## config.mk

```make
export PLATFORM = sky130hd
export DESIGN_NAME = lc2k_control_fsm
export DESIGN_NICKNAME = d
export VERILOG_FILES = /design/src/rtl/lc2k_control_fsm.sv
export SDC_FILE = /design/constraint.sdc
export NUM_CORES = 1
export LEC_CHECK = 0
export CORE_MARGIN = 1.5
export CORE_UTILIZATION = 45
export CTS_CLUSTER_DIAMETER = 50
export DETAILED_ROUTE_END_ITERATION = 6
export GPL_ROUTABILITY_DRIVEN = 0
export PLACE_DENSITY = 0.8
export SYNTH_ARGS = -nofsm -noshare
export SYNTH_HDL_FRONTEND = slang
export SYNTH_SLANG_ARGS = --single-unit
```

## constraint.sdc

```tcl
create_clock -name clk -period 2.97 [get_ports clk]
set_clock_uncertainty 0.1 [all_clocks]
set_input_delay 0.7425 -clock clk [delete_from_list [all_inputs] [get_ports clk]]
set_output_delay 0.7425 -clock clk [all_outputs]
set_load 0.05 [all_outputs]
```

## src/rtl/lc2k_control_fsm.sv

```systemverilog
// -----------------------------------------------------------------------------
// lc2k_control_fsm
//
// Multi-cycle LC2K control unit. Each instruction is sequenced through
// FETCH / DECODE / EXEC / MEM / WB (plus BRANCH and JALR_PC for PC updates).
// The unit drives every datapath select and strobe and handshakes with the
// instruction/data memory through mem_req_o / mem_ack_i.
//
// Ports
//   clk                 rising-edge clock
//   rst_n               asynchronous active-low reset
//   instr_i[31:0]       IR contents, opcode in [24:22], valid from DECODE on
//   alu_eq_i            ALU equality result, only looked at in EXEC
//   mem_ack_i           one-cycle memory completion pulse
//   state_o[2:0]        current state encoding
//   ir_write_o          IR load enable (IR loads on ir_write & mem_ack)
//   pc_write_o          PC load strobe
//   pc_src_o[1:0]       0=PC+1, 1=PC+offset, 2=regA
//   mem_req_o           memory request, held until mem_ack_i
//   mem_we_o            1=store
//   mem_addr_sel_o      0=PC, 1=ALU result
//   CONTROL_ALUvalB     1=regB value, 0=sign-extended offset
//   alu_op_o[1:0]       0=add, 1=nor, 2=compare
//   reg_write_o         register-file write strobe
//   reg_dst_sel_o       0=destReg[2:0], 1=regB[18:16]
//   wb_src_o[1:0]       0=ALU, 1=memory data, 2=PC (holds PC+1)
//   halted_o            high in HALT
//   instr_count_o       saturating retired-instruction count
// -----------------------------------------------------------------------------
module lc2k_control_fsm #(
  parameter int COUNT_W = 32
) (
  input  logic               clk,
  input  logic               rst_n,
  input  logic [31:0]        instr_i,
  input  logic               alu_eq_i,
  input  logic               mem_ack_i,
  output logic [2:0]         state_o,
  output logic               ir_write_o,
  output logic               pc_write_o,
  output logic [1:0]         pc_src_o,
  output logic               mem_req_o,
  output logic               mem_we_o,
  output logic               mem_addr_sel_o,
  output logic               CONTROL_ALUvalB,
  output logic [1:0]         alu_op_o,
  output logic               reg_write_o,
  output logic               reg_dst_sel_o,
  output logic [1:0]         wb_src_o,
  output logic               halted_o,
  output logic [COUNT_W-1:0] instr_count_o
);

  typedef enum logic [2:0] {
    S_FETCH   = 3'd0,
    S_DECODE  = 3'd1,
    S_EXEC    = 3'd2,
    S_MEM     = 3'd3,
    S_WB      = 3'd4,
    S_BRANCH  = 3'd5,
    S_JALR_PC = 3'd6,
    S_HALT    = 3'd7
  } state_e;

  typedef enum logic [2:0] {
    OP_ADD  = 3'd0,
    OP_NOR  = 3'd1,
    OP_LW   = 3'd2,
    OP_SW   = 3'd3,
    OP_BEQ  = 3'd4,
    OP_JALR = 3'd5,
    OP_HALT = 3'd6,
    OP_NOOP = 3'd7
  } op_e;

  state_e             state_q, state_d;
  logic               run_q;
  op_e                op_q;
  op_e                cur_op;
  logic [COUNT_W-1:0] count_q, count_d;
  logic               count_en;

  // DECODE looks at the IR directly; every later state uses the latched opcode
  // so the IR is free to change once the instruction has been decoded.
  assign cur_op = (state_q == S_DECODE) ? op_e'(instr_i[24:22]) : op_q;

  // NOTE: sequential state uses non-blocking assignments so every flop samples
  // the pre-edge values of its peers, independent of block ordering.
  always_ff @(posedge clk or negedge rst_n) begin
    if (!rst_n) begin
      state_q <= S_FETCH;
      run_q   <= 1'b0;
      op_q    <= OP_ADD;
      count_q <= '0;
    end else begin
      run_q   <= 1'b1;
      state_q <= state_d;
      count_q <= count_d;
      if (run_q && state_q == S_DECODE) begin
        op_q <= op_e'(instr_i[24:22]);
      end
    end
  end

  // Next-state logic. Acks are examined only while already in FETCH or MEM,
  // so an ack landing on the entry edge is naturally discarded.
  // NOTE: every variable gets a default before the case so no path leaves it
  // unassigned, which would otherwise infer a latch.
  always_comb begin
    state_d = state_q;
    if (run_q) begin
      unique case (state_q)
        S_FETCH:  if (mem_ack_i) state_d = S_DECODE;
        S_DECODE: begin
          unique case (cur_op)
            OP_JALR: state_d = S_WB;
            OP_NOOP: state_d = S_FETCH;
            OP_HALT: state_d = S_HALT;
            default: state_d = S_EXEC;
          endcase
        end
        S_EXEC: begin
          unique case (cur_op)
            OP_ADD, OP_NOR: state_d = S_WB;
            OP_LW, OP_SW:   state_d = S_MEM;
            OP_BEQ:         state_d = alu_eq_i ? S_BRANCH : S_FETCH;
            default:        state_d = S_FETCH;
          endcase
        end
        S_MEM:     if (mem_ack_i) state_d = (cur_op == OP_LW) ? S_WB : S_FETCH;
        S_WB:      state_d = (cur_op == OP_JALR) ? S_JALR_PC : S_FETCH;
        S_BRANCH:  state_d = S_FETCH;
        S_JALR_PC: state_d = S_FETCH;
        S_HALT:    state_d = S_HALT;
        default:   state_d = S_FETCH;
      endcase
    end
  end

  // An instruction retires when control returns to FETCH or enters HALT.
  assign count_en = run_q &&
                    ((state_d == S_FETCH && state_q != S_FETCH) ||
                     (state_d == S_HALT  && state_q != S_HALT));

  always_comb begin
    count_d = count_q;
    if (count_en && count_q != {COUNT_W{1'b1}}) begin
      count_d = count_q + 1'b1;
    end
  end

  // Moore outputs. Everything is held low until run_q sets after reset.
  always_comb begin
    ir_write_o      = 1'b0;
    pc_write_o      = 1'b0;
    pc_src_o        = 2'd0;
    mem_req_o       = 1'b0;
    mem_we_o        = 1'b0;
    mem_addr_sel_o  = 1'b0;
    CONTROL_ALUvalB = 1'b0;
    alu_op_o        = 2'd0;
    reg_write_o     = 1'b0;
    reg_dst_sel_o   = 1'b0;
    wb_src_o        = 2'd0;
    halted_o        = 1'b0;
    if (run_q) begin
      unique case (state_q)
        S_FETCH: begin
          mem_req_o  = 1'b1;
          ir_write_o = 1'b1;
        end
        S_DECODE: begin
          pc_write_o = 1'b1;
          // The operand-B mux registers its select, so it must be set one
          // cycle ahead of EXEC.
          CONTROL_ALUvalB = (cur_op == OP_ADD) || (cur_op == OP_NOR) ||
                            (cur_op == OP_BEQ);
        end
        S_EXEC: begin
          CONTROL_ALUvalB = (cur_op == OP_ADD) || (cur_op == OP_NOR) ||
                            (cur_op == OP_BEQ);
          unique case (cur_op)
            OP_NOR:  alu_op_o = 2'd1;
            OP_BEQ:  alu_op_o = 2'd2;
            default: alu_op_o = 2'd0;
          endcase
        end
        S_MEM: begin
          mem_req_o      = 1'b1;
          mem_addr_sel_o = 1'b1;
          mem_we_o       = (cur_op == OP_SW);
        end
        S_WB: begin
          reg_write_o = 1'b1;
          unique case (cur_op)
            OP_LW: begin
              reg_dst_sel_o = 1'b1;
              wb_src_o      = 2'd1;
            end
            OP_JALR: begin
              reg_dst_sel_o = 1'b1;
              wb_src_o      = 2'd2;
            end
            default: begin
              reg_dst_sel_o = 1'b0;
              wb_src_o      = 2'd0;
            end
          endcase
        end
        S_BRANCH: begin
          pc_write_o = 1'b1;
          pc_src_o   = 2'd1;
        end
        S_JALR_PC: begin
          // regA is read after the regB write, so regA==regB lands on PC+1.
          pc_write_o = 1'b1;
          pc_src_o   = 2'd2;
        end
        S_HALT:  halted_o = 1'b1;
        default: halted_o = 1'b0;
      endcase
    end
  end

  assign state_o       = state_q;
  assign instr_count_o = count_q;

endmodule
```

* Word-level counts from Yosys, hierarchy flattened *
Index checks and enable logic that the tools add are counted.
W data, S select, Z words.

operators by class
  $add $sub $neg = 1
  equal/unequal tests = 17
  multiplexer cells = 37
  reductions and logical operators = 19

operators by type and width
  kind                     number
  $add A32 B1 Y32 const B  1
  $ne A32 B32 Y1 const B   1
  $eq A3 B3 Y1 const B     9
  $mux W3                  7
  $pmux W3 S7              1
  $mux W1                  19
  $pmux W3 S3              2
  $eq A3 B2 Y1 const B     4
  $pmux W2 S2              3
  $reduce_or A2 Y1         6
  $mux W2                  5
  $logic_not A3 Y1         3
  $eq A3 B1 Y1 const B     2
  $logic_and A1 B1 Y1      5
  $logic_or A1 B1 Y1       3
  $ne A3 B3 Y1 const B     1
  $reduce_bool A3 Y1       1
  $reduce_or A3 Y1         1

word-level totals
  register bits = 39
  input port bits = 36
  logic and storage cells = 78

* Longest topological paths before layout *
  word-level depth = 12
  gate-level depth with buffers = 10
  depth with buffers taken out = 8

* Worst setup path after synthesis *
No wires, ideal clock.

  path type = register to output
  start = register state_q[2] (netlist: state_o[2])
  end = output reg_dst_sel_o
  arrival time = 3.157 ns
  slack = -1.030 ns
  cell stages (with the launch flop) = 6
  buffers on the path = 2
  cell sequence = dfrtp_1 buf_6 buf_2 nand2b_1 nor4_1 or2_2

between the ends
  cells in the longest elaborated chain, start to end = 7
  elaborated cells between the ends (all ways) = 9

ends and longest elaborated chain
  item                                                 line  text
  start, declared                                      76    state_e state_q, state_d;
  start signal, assigned                               97    state_q <= state_d;
  $eq A3 B1 Y1                                         85    assign cur_op = (state_q == S_DECODE) ? op_e'(instr_i[24:22]) : op_q;
  $mux W3                                              85
  $eq A3 B2 Y1 / $eq A3 B3 Y1 (equally long branches)  195   unique case (cur_op)
  $reduce_or A2 Y1 (no line)                           --
  $mux W1                                              195
  $mux W1 (*)                                          167   unique case (state_q)
  $mux W1 (*)                                          166   if (run_q) begin
  end, declared                                        48    output logic reg_dst_sel_o,

Every way passes the cells marked *; elsewhere a longest branch is shown, timed or not.

* Worst setup path in the final report *
  start = input instr_i[22]
  end = output CONTROL_ALUvalB

between the ends
  cells in the longest elaborated chain, start to end = 6
  elaborated cells between the ends (all ways) = 8

ends and longest elaborated chain
  item                                                     line      text
  start, declared                                          35        input logic [31:0] instr_i,
  $mux W3 (*)                                              85
  $eq A3 B1 Y1 / $logic_not A3 Y1 (equally long branches)  176, 180
  $logic_or A1 B1 Y1                                       176, 180
  $logic_or A1 B1 Y1 (*)                                   176, 180
  $mux W1 (*)                                              --
  $mux W1 (*)                                              166
  end, declared                                            45        output logic CONTROL_ALUvalB,

Marks and branches as above.

==> results_dict.tcl <==
set metrics [dict create \
    outcome "finished clean" \
    port_buffers 56 \
    min_period_over_period_pct 96.1 \
    nFillCells 466 \
    cp-start-kind "primary input" \
    finalNetCount 355 \
    min-delay-start "instr_count_o[30]$_DFFE_PN0P_" \
    cp.required_ns 2.13 \
    slew_headroom_pct 43.9 \
    syn_area_per_cell_sq_um 9.43 \
    grt_pass1_wl_mm 10.0 \
    setup_viol 0 \
    wl_per_cell_microns 14.8 \
    rows 26 \
    synth_seq_cells 39 \
    grt_start_max_net_pins 40 \
    cts_tree "yes" \
    io_pins 86 \
    yosys_most_used_dff "dfrtp_1" \
    clock_latency_ns 0.30 \
    syn_inst 256 \
    die_width_microns 76.2 \
    hp-class "reg2reg" \
    hold_slack_ns 0.403 \
    synthToLayoutAreaGrowth_pct 35.6 \
    diodes 0 \
    die_h_microns 76.2 \
    critPathArrivalTime_ns 2.01 \
    yosysTopAreaCell "dfrtp_1" \
    die_area_sq_mm 0.00581 \
    place_hpwl_mm 4.16 \
    netlist_top_cells_area "dfrtp_1, xnor2_1, nand3_1" \
    timing.rr.start "state_o[2]$_DFF_PN0_" \
    rsz0062_at_grt "false" \
    fin_cells 389 \
    drc 0 \
    cts_root_buffer "clkbuf_8" \
    grtUsageTotal_pct 21.2 \
    htreeDepth 2 \
    drive_above_1_share_pct 17.2 \
    drv_cap 0 \
    syn_area_sq_mm 0.00241 \
    grt_pass1_vias 2070 \
    fmax_ghz 0.350 \
    ys_seq_area_share_pct 40.4 \
    hold_viol 0 \
    worst_slew_pin_slew_ns 0.841 \
    syn_nets 293 \
    power.density_mw_per_mm2 531 \
    drtAntennaViolNets 0 \
    dp_cells 381 \
    core_area_sq_mm 0.00514 \
    r2r_cells 9 \
    async_flop_share_pct 100 \
    dr.pass1.iters 4 \
    synth_cell_types 50 \
    maxSlewViolCount 0 \
    yosys.area.top_type_share_pct 40.4 \
    initial_core_util_pct 47.0 \
    grt.overflow.total 0 \
    via_per_inst 5.62 \
    vias 2186 \
    numCtsBuffers 5 \
    finalPower_uw 1740 \
    clock_path_buffers 2 \
    yosysWarningCount 0 \
    r2r-end "instr_count_o[8]$_DFFE_PN0P_" \
    critPathKind "in2out" \
    tns_ns 0 \
    min_to "instr_count_o[30]$_DFFE_PN0P_" \
    peakVddDrop_v 0.000722 \
    dr.first_iter.drc_count 237 \
    ff2ff_setup_slack_ns 0.43 \
    path_max_fanout 5 \
    cts_hold_buf 0 \
    routed_wl_mm 5.76 \
    cts.sinks 39 \
    fin_crit_ns 2.86 \
    synth_edf_count 0 \
    clkSlewWorstSetupHoldPaths_ns 0.07 \
    p_leak_uw 0.00131 \
    whs_path_depth 1 \
    end_kind "output pin" \
    grt_antenna_before_repair 0 \
    fin_util_pct 63.7 \
]
==> power breakdown <==
part | leakage, uW | internal, uW | switching [uW]
sequential | 0.000529 | 583 | 82.4
clock | 0.0000581 | 250 | 194
combinational | 0.000720 | 242 | 384
==> stage by stage <==
step	area, sq um	setup WS [ns]
2_1_floorplan	2460	-0.0932
3_3_place_gp	3160	-0.00148
3_5_place_dp	3160	-0.0528
4_1_cts	3270	0.0585
5_1_grt	3270	0.0422
6_report	3270	0.114
==> final cells by class <==
type	count	area, sq um	area share (%)
Clock buffer	5	68.8	2.10
Clock inverter	3	43.8	1.34
Inverter	3	11.3	0.344
Multi-Input combinational cell	203	1400	42.9
Sequential cell	39	976	29.8
Tap cell	70	87.6	2.68
Timing Repair Buffer	66	681	20.8
==> worst max-delay path by stage <==
| stage | start | cells past startpoint | endpoint | slack (ns) |
|---|---|---|---|---|
| after floorplan | state_o[2]$_DFF_PN0_ | 5 | reg_dst_sel_o | -0.09 |
| after global placement | mem_ack_i | 9 | instr_count_o[1]$_DFFE_PN0P_ | -0.001 |
| after detailed placement | mem_ack_i | 9 | instr_count_o[1]$_DFFE_PN0P_ | -0.05 |
| after CTS | instr_i[22] | 5 | CONTROL_ALUvalB | 0.06 |
| after global routing | instr_i[22] | 5 | CONTROL_ALUvalB | 0.04 |
| final | instr_i[22] | 5 | CONTROL_ALUvalB | 0.11 |
==> timing repair <==
item,CTS,global route
setup endpoints to repair,0,1
gates resized for setup,0,1
buffers inserted,0,0
==> cells in the mapped netlist (2+ instances only) <==
cell type,instances
inv_1,3
nand2b_1,4
and3_1,11
nor4b_1,3
buf_2,4
nand3_1,27
nand2_1,19
buf_4,3
mux2_1,2
xnor2_1,30
nor2_1,20
dfrtp_1,39
o21a_1,2
nand4_1,15
nor4_1,8
clkbuf_1,2
a22oi_1,2
nor3b_4,2
and4_1,3
nor3_1,5
nand4b_1,3
buf_6,2
o21ai_0,4
nor2b_1,7
o21ai_1,2
mux2_2,2
nand3b_1,2
or2_2,2
mux2i_1,2
and2_1,6
==> layer usage <==
metal | vias to the layer above | wire length, microns | GRT usage (%)
li1 | 1048 | - | -
met1 | 1065 | 2680 | 29.8
met2 | 64 | 2680 | 32.1
met3 | 9 | 319 | 5.27
met4 | 0 | 84 | 7.22
met5 | - | 0 | 0
==> flip-flops by register name (all words and copies together), names as in the netlist <==
name,flops
state_o,3
run_q,1
op_q,3
instr_count_o,32
==> critical path, stage by stage <==
cell,delay (ns)
clkdlybuf4s50_1,0.49
mux2i_2,0.28
nor2_1,0.12
nor4_4,0.20
buf_12,0.18
==> cells in the final DEF, fill, tap and decap left out, types with 2 or more instances in the layout <==
cell type	synthesis	routed
dfrtp_1	39	39
nor3b_4	2	2
or2_2	2	2
nor4_2	1	2
nor4b_1	3	3
clkdlybuf4s50_1	0	40
nor2_1	20	19
nand3_1	27	27
mux2_2	2	2
nand2b_1	4	4
nand2_1	19	19
buf_12	0	7
nor4_1	8	5
nor4_4	0	2
buf_4	3	18
a22oi_1	2	2
inv_1	3	3
nand4b_1	3	3
nand4_1	15	15
o21ai_0	4	4
o21a_1	2	2
and2_1	6	6
mux2_1	2	2
nor3_1	5	5
clkbuf_8	0	5
and3_1	11	11
and4_1	3	3
nand3b_1	2	2
xnor2_1	30	30
o21ai_1	2	2
nor2b_1	7	6
==> cell families (layout without fill, tap and decap cells) <==
logic type / Yosys count / after routing / share of synthesized area (%)
AOI/OAI and AO/OA: 18 / 18 / 5.34
xor gates and xnor gates: 30 / 30 / 10.9
adders and majority gates: 1 / 1 / 0.518
buffers and inverters: 14 / 77 / 3.47
DFF: 39 / 39 / 40.4
muxes: 6 / 6 / 2.70
other: 1 / 1 / 0.155
and+or+nand+nor: 147 / 147 / 36.5
Note: power is estimated with default switching activity, not from simulation.
